--- src/rtl/branch_target_buffer.sv ---
// rtl/branch_target_buffer.sv - direct-mapped BTB with 2-bit direction counters
// Optional BTB_STATS_EN adds hit/update/mispredict statistics counters.
module branch_target_buffer #(
    parameter int WORD_W  = 32,
    parameter int ENTRIES = 16
) (
    input  logic              CLK,
    input  logic              nRST,
    input  logic [WORD_W-1:0] lookup_pc,
    output logic              hit,
    output logic              predict_taken,
    output logic [WORD_W-1:0] predict_target,
    input  logic              upd_valid,
    input  logic [WORD_W-1:0] upd_pc,
    input  logic              upd_taken,
    input  logic [WORD_W-1:0] upd_target,
    input  logic              upd_mispredict,
    input  logic              flush
`ifdef BTB_STATS_EN
    ,
    output logic [31:0]       stat_lookups_hit,
    output logic [31:0]       stat_updates,
    output logic [31:0]       stat_mispredicts
`endif
);
    localparam int IDX_W = $clog2(ENTRIES);
    localparam int TAG_W = WORD_W - IDX_W - 2;

    localparam logic [1:0] CTR_SNT = 2'b00;
    localparam logic [1:0] CTR_WNT = 2'b01;
    localparam logic [1:0] CTR_WT  = 2'b10;
    localparam logic [1:0] CTR_ST  = 2'b11;

    logic [ENTRIES-1:0] valid;
    logic [1:0]         ctr        [ENTRIES];
    logic [TAG_W-1:0]   tag_mem    [ENTRIES];
    logic [WORD_W-1:0]  target_mem [ENTRIES];

    logic [IDX_W-1:0] l_idx, u_idx;
    logic [TAG_W-1:0] l_tag, u_tag;
    logic             u_hit;
    logic [1:0]       unused_pc_bits;

    assign l_idx = lookup_pc[IDX_W+1:2];
    assign l_tag = lookup_pc[WORD_W-1:IDX_W+2];
    assign u_idx = upd_pc[IDX_W+1:2];
    assign u_tag = upd_pc[WORD_W-1:IDX_W+2];
    assign unused_pc_bits = upd_pc[1:0];

    // Lookup reads stored state only, so a same-cycle update is never bypassed.
    assign hit            = valid[l_idx] && (tag_mem[l_idx] == l_tag);
    assign predict_taken  = hit && ctr[l_idx][1];
    assign predict_target = predict_taken ? target_mem[l_idx] : lookup_pc + WORD_W'(4);

    assign u_hit = valid[u_idx] && (tag_mem[u_idx] == u_tag);

    always_ff @(posedge CLK or negedge nRST) begin
        if (!nRST) begin
            valid <= '0;
            for (int i = 0; i < ENTRIES; i++) ctr[i] <= CTR_WNT;
        end else if (flush) begin
            valid <= '0;
        end else if (upd_valid) begin
            if (u_hit) begin
                if (upd_taken && ctr[u_idx] != CTR_ST)
                    ctr[u_idx] <= ctr[u_idx] + 2'd1;
                else if (!upd_taken && ctr[u_idx] != CTR_SNT)
                    ctr[u_idx] <= ctr[u_idx] - 2'd1;
            end else if (upd_taken) begin
                valid[u_idx] <= 1'b1;
                ctr[u_idx]   <= CTR_WT;
            end
        end
    end

    // Tag/target need no reset: they are only observed behind a set valid bit.
    always_ff @(posedge CLK) begin
        if (upd_valid && !flush && upd_taken) begin
            tag_mem[u_idx]    <= u_tag;
            target_mem[u_idx] <= upd_target;
        end
    end

`ifdef BTB_STATS_EN
    always_ff @(posedge CLK or negedge nRST) begin
        if (!nRST) begin
            stat_lookups_hit <= '0;
            stat_updates     <= '0;
            stat_mispredicts <= '0;
        end else begin
            if (hit)                         stat_lookups_hit <= stat_lookups_hit + 32'd1;
            if (upd_valid)                   stat_updates     <= stat_updates + 32'd1;
            if (upd_valid && upd_mispredict) stat_mispredicts <= stat_mispredicts + 32'd1;
        end
    end
`else
    logic unused_mispredict;
    assign unused_mispredict = upd_mispredict;
`endif
endmodule

--- config.mk ---
export PLATFORM = sky130hd
export DESIGN_NAME = branch_target_buffer
export DESIGN_NICKNAME = d
export VERILOG_FILES = /design/src/rtl/branch_target_buffer.sv
export SDC_FILE = /design/constraint.sdc
export NUM_CORES = 1
export LEC_CHECK = 0
export ABC_AREA = 1
export BUFFER_PORTS_ARGS = -buffer_cell sky130_fd_sc_hd__buf_2
export CELL_PAD_IN_SITES_DETAIL_PLACEMENT = 0
export CELL_PAD_IN_SITES_GLOBAL_PLACEMENT = 1
export CORE_MARGIN = 8
export CORE_UTILIZATION = 45
export CTS_CLUSTER_SIZE = 30
export DETAILED_ROUTE_END_ITERATION = 10
export PLACE_DENSITY_LB_ADDON = 0.1
export SLEW_MARGIN = 10
export SYNTH_ARGS = -nofsm -noshare
export SYNTH_HDL_FRONTEND = slang
export SYNTH_SLANG_ARGS = --single-unit
--- constraint.sdc ---
create_clock -name CLK -period 2.1 [get_ports CLK]
set_input_delay 0.105 -clock CLK [delete_from_list [all_inputs] [get_ports CLK]]
set_output_delay 0.105 -clock CLK [all_outputs]
set_load 0.01 [all_outputs]
# Word-level counts from Yosys, hierarchy flattened
# Memory sizes are Yosys's and may differ from the RTL's.
# Cells that the tools add are included.
[op_classes]
n_bitwise = 7
n_mux = 27
n_addsub = 3
n_reduce_logical = 17
n_lt_le_gt_ge = 6
eq_ne = 5
[op_table]
columns = ["op", "count"]
rows = [
  ["32-bit two-way mux", 5],
  ["32-bit bitwise mux", 2],
  ["16-bit two-way mux", 4],
  ["26-bit equality test", 2],
  ["32-bit by 3-bit adder with 32-bit output (second input constant)", 1],
  ["16-bit bitwise OR", 2],
  ["16-bit bitwise AND", 1],
  ["2-bit binary-select mux with 4-bit select", 2],
  ["16-bit NOT", 1],
  ["5-bit >= comparator (second input constant)", 2],
  ["4-bit by 5-bit less-than comparator with 1-bit output (second input constant)", 2],
  ["2-bit two-way mux", 5],
  ["4-bit NOT with 5-bit output", 2],
  ["1-bit logical AND", 9],
  ["1-bit binary-select mux with 4-bit select", 2],
  ["2-bit demux with 4-bit select", 1],
  ["2-bit nonzero test", 4],
  ["5-bit by 1-bit less-than comparator with 1-bit output (second input constant)", 1],
  ["1-bit two-way mux", 5],
  ["1-bit demux with 4-bit select", 1],
  ["4-bit by 1-bit >= comparator with 1-bit output (second input constant)", 1],
  ["2-bit != test (second input constant)", 2],
  ["4-bit AND reduction", 1],
  ["3-bit by 1-bit != test with 1-bit output (second input constant)", 1],
  ["other kinds (5)", 6],
]
[totals]
memories = 2
word_cells = 84
register_bits = 48
out_inout_bits = 34
input_bits = 102
mem_bits_rw = 928
[memory_table]
columns = ["memory", "words", "word_bits", "read_ports", "rd_clocked_by_memory_dff", "wr", "line_no", "source"]
rows = [
  ["target_mem", 16, 32, 1, 0, 1, "37", "logic [WORD_W-1:0] target_mem [ENTRIES];"],
  ["tag_mem", 16, 26, 2, 0, 1, "36", "logic [TAG_W-1:0] tag_mem [ENTRIES];"],
]

# Longest topological paths before layout
[depth]
depth_word = 9
ltp_mapped = 24
depth_no_buf = 21

# Worst setup path before layout
# OpenSTA, ideal clock, no wires.
[synth_path]
path_kind = "input to register"
start = "in upd_pc[4]"
end = "mem tag_mem[1][0] (netlist bit), enable pin"
arrival_ps = 4734
n_path_buf = 1
required_time_ps = 1555
stages = 4
setup_time_ps = 545
slack_ps = -3179
cell_sequence = "nor2_1 -> clkbuf_1 -> inv_1 -> nor3_1"
[synth_rtl]
columns = ["item", "line_no", "source"]
rows = [
  ["start: declaration", "14", "input logic [WORD_W-1:0] upd_pc,"],
  ["end: declaration", "36", ""],
]
# No word-level cell before the write port.

==> results.json <==
{
  "grt_overflow": 0,
  "rsz0062_at_grt": "yes",
  "cts.sinks": 976,
  "worstPathMaxFanout": 5,
  "switching_share": 0.253,
  "tightest_slew_ns": 0.713,
  "yosys.area.top_type": "edfxtp_1",
  "final_cell_mix": "nand2_1, edfxtp_1, o21ai_0",
  "setup_violations": 82,
  "crit_slowest_cell": "edfxtp_1",
  "synth_edf_count": 928,
  "placedCellCount": 6482,
  "clock_power_share": 0.407,
  "port_buffers": 132,
  "drv_cap": 0,
  "fin_worst_skew_ns": 0.0622,
  "syn-num-nets": 4840,
  "final_common_cell": "nand2_1",
  "clkLatencyLatePin_ns": 0.71,
  "yosysWarnings": 0,
  "numCtsBuffers": 106,
  "hold_viol": 0,
  "min_period_ns": 3.23,
  "ys_ff_latch": 976,
  "setup_ws_ns": -1.13,
  "avgSynthCellArea_sq_um": 9.72,
  "stdcell_area_sq_um": 59300,
  "min_period_over_period": 1.54,
  "antenna_found_initial": 3,
  "drive_gt1_frac": 0.224,
  "cts.clk_slew.worst_paths_ns": 0.06,
  "place_congestion": 0.900,
  "p_int_mw": 33.8,
  "synth_top_area_share": 0.605,
  "synth.distinct_cells": 44,
  "highest_layer": "met4",
  "fmax_ghz": 0.310,
  "synth_top_flop_cell": "edfxtp_1",
  "fin_nets": 5448,
  "wl_met3_microns": 13400,
  "antenna_left": 0,
  "arrival_ns": 3.12,
  "core-area_sq_um": 102000,
  "crit_path_cell_trace": "inv_2 -> a21oi_2 -> o21ai_1 -> nand2_1 -> nand2_2 -> nand2_4 -> inv_4 -> nand2_2 -> nand2_2 -> nand2_2 -> nor2_2 -> nand3_2 -> nor2_1 -> nand2_1 -> nor2_4 -> nand2_4 -> buf_12 -> buf_16 -> o21ai_4 -> buf_6",
  "cp_top_family": "simple AND/OR/NAND/NOR gates",
  "grt_start_max_net_pins": 127,
  "cp.required_ns": 2.00,
  "routed_wl_microns": 166000,
  "via_count": 38154,
  "max_slew_margin": 0.525,
  "worstSetupPathType": "reg -> out",
  "status": "complete, but fails checks",
  "power.density_nw_per_um2": 764,
  "area_growth_pct": 28.8,
  "grt_pass1_vias": 35740,
  "startpoint_type": "flip-flop",
  "crit_buf_inv": 5,
  "place_area_sq_um": 53200,
  "ir_worst_vdd_v": 0.000757,
  "cp-startpoint": "tag_mem[12][14]",
  "ios": 136,
  "yosysSeqAreaShare": 0.632,
  "cts_tree": "built",
  "die_w_microns": 336,
  "hold_path.class": "in -> async",
  "vias_per_cell": 5.61,
  "r2r_slack_ns": -0.58,
  "violations": "setup timing",
  "cpPeakStageDelay_ns": 0.38,
  "critPathCaptureType": "output port",
  "wl_met1_microns": 69600,
  "holdWs_ns": 0.137,
  "synthCells": 4735,
  "rows": 117,
  "initial_core_util": 0.453,
  "power_leakage_nw": 23.3,
  "avgRoutedWirePerCell_microns": 24.3,
  "cp_common_cell": "nand2_2",
  "async_flop_share": 0.0492,
  "clk_path_buf_depth": 3,
  "grt_usage": 0.283,
  "fin_cells": 6800,
  "wl_met2_microns": 76800,
  "ys_top_cells_by_area": "edfxtp_1, nand2_1, o21ai_0",
  "grt_pass1_wl_microns": 239000,
  "finalMaxSlewViolations": 0,
  "p_seq_frac": 0.476,
  "dieArea_sq_um": 113000,
  "pre_cts_ws_ns": -0.992,
  "drt_iter0_drc": 4022,
  "route.detailed.drc": 0,
  "die_h_microns": 336,
  "root_buffer": "clkbuf_16",
  "dp_hpwl_microns": 108000,
  "p_sw_mw": 11.5,
  "drtPass1Iterations": 8,
  "power.share.combinational": 0.116,
  "h-tree-depth": 3,
  "syn_area_sq_um": 46000,
  "rr_startpoint": "tag_mem[15][23]"
}
-- state kept, by name, indices dropped and copies added, names as in the netlist --
signal,count
tag_mem,416
target_mem,512
ctr,32
valid,16
-- worst paths after layout --
| kind | endpoint | cells past startpoint |
|---|---|---|
| max in group asynchronous | ctr[5] | 3 |
| hold reg to reg | ctr[28] | 2 |
| min in group CLK | ctr[6] | 7 |
| hold / removal | ctr[16] | 2 |
| setup / recovery | predict_target[19] | 20 |
| setup reg to reg | ctr[2] | 21 |
-- metal layers --
metal / global-route usage / vias up
li1: - / 17623
met1: 0.399 / 18505
met2: 0.457 / 1721
met3: 0.0364 / 305
met4: 0.0913 / 0
met5: 0 / -
-- repair_timing --
item                                   CTS  global route
cloned                                   9             4
hold buffers                            63             0
setup endpoints to repair               82           186
buffers inserted                        13            43
pin swaps                               44           138
gates resized for setup                249           212
endpoints found under the hold margin  992             0
-- cells in the mapped netlist (23+ instances only) --
library cell and number:
edfxtp_1 928, nand4_1 44, nor3_1 23, o22ai_1 91, a21oi_1 138, o21ai_0 597, inv_1 240, o21ai_1 23
nor2_1 555, xor2_1 24, o221ai_1 45, o211ai_1 46, nand2_1 1363, nand3_1 176, buf_4 26, dfrtp_1 32
clkbuf_1 136, buf_2 104
-- logic make-up (layout without fill, tap and decap cells) --
logic type,Yosys count,after routing,synth area share
buffers and inverters,545,1238,0.0526
AND/OR/NAND/NOR,2192,2193,0.189
XOR/XNOR,25,25,0.00476
adder cells (fa/ha/maj),3,3,0.000815
other,0,3,0
AO/OA/AOI/OAI,994,994,0.121
flip-flops,976,976,0.632
-- power groups by stage --
stage | Sequential (mW) | Clock [mW] | Combinational, mW
after detailed placement | 22.0 | 0 | 4.78
after global routing | 21.6 | 19.4 | 5.67
after global placement | 22.0 | 0 | 4.78
after floorplan | 22.0 | 0 | 2.36
after CTS | 21.6 | 18.7 | 5.08
final | 21.6 | 18.5 | 5.27
-- final cells by class --
class / instances / area (sq um)
fill: 8821 / 42300
sequential: 976 / 29100
multi-input combinational: 3215 / 16000
timing repair buffer: 791 / 8110
clock buffer: 132 / 2750
tap: 1368 / 1710
inverter: 252 / 1030
clock inverter: 62 / 646
timing repair inverter: 1 / 16.3
antenna: 3 / 7.51
-- through the flow --
| stage | power [mW] | TNS, ns | util |
|---|---|---|---|
| after floorplan | 24.3 | -195.08 | - |
| after global placement | 26.8 | -122.01 | 0.524 |
| after detailed placement | 26.8 | -117.58 | 0.524 |
| after CTS | 45.4 | -53.69 | 0.573 |
| after global routing | 46.7 | -73.48 | 0.584 |
| final | 45.3 | -59.84 | 0.584 |
Power figures use the tool's default switching activity.
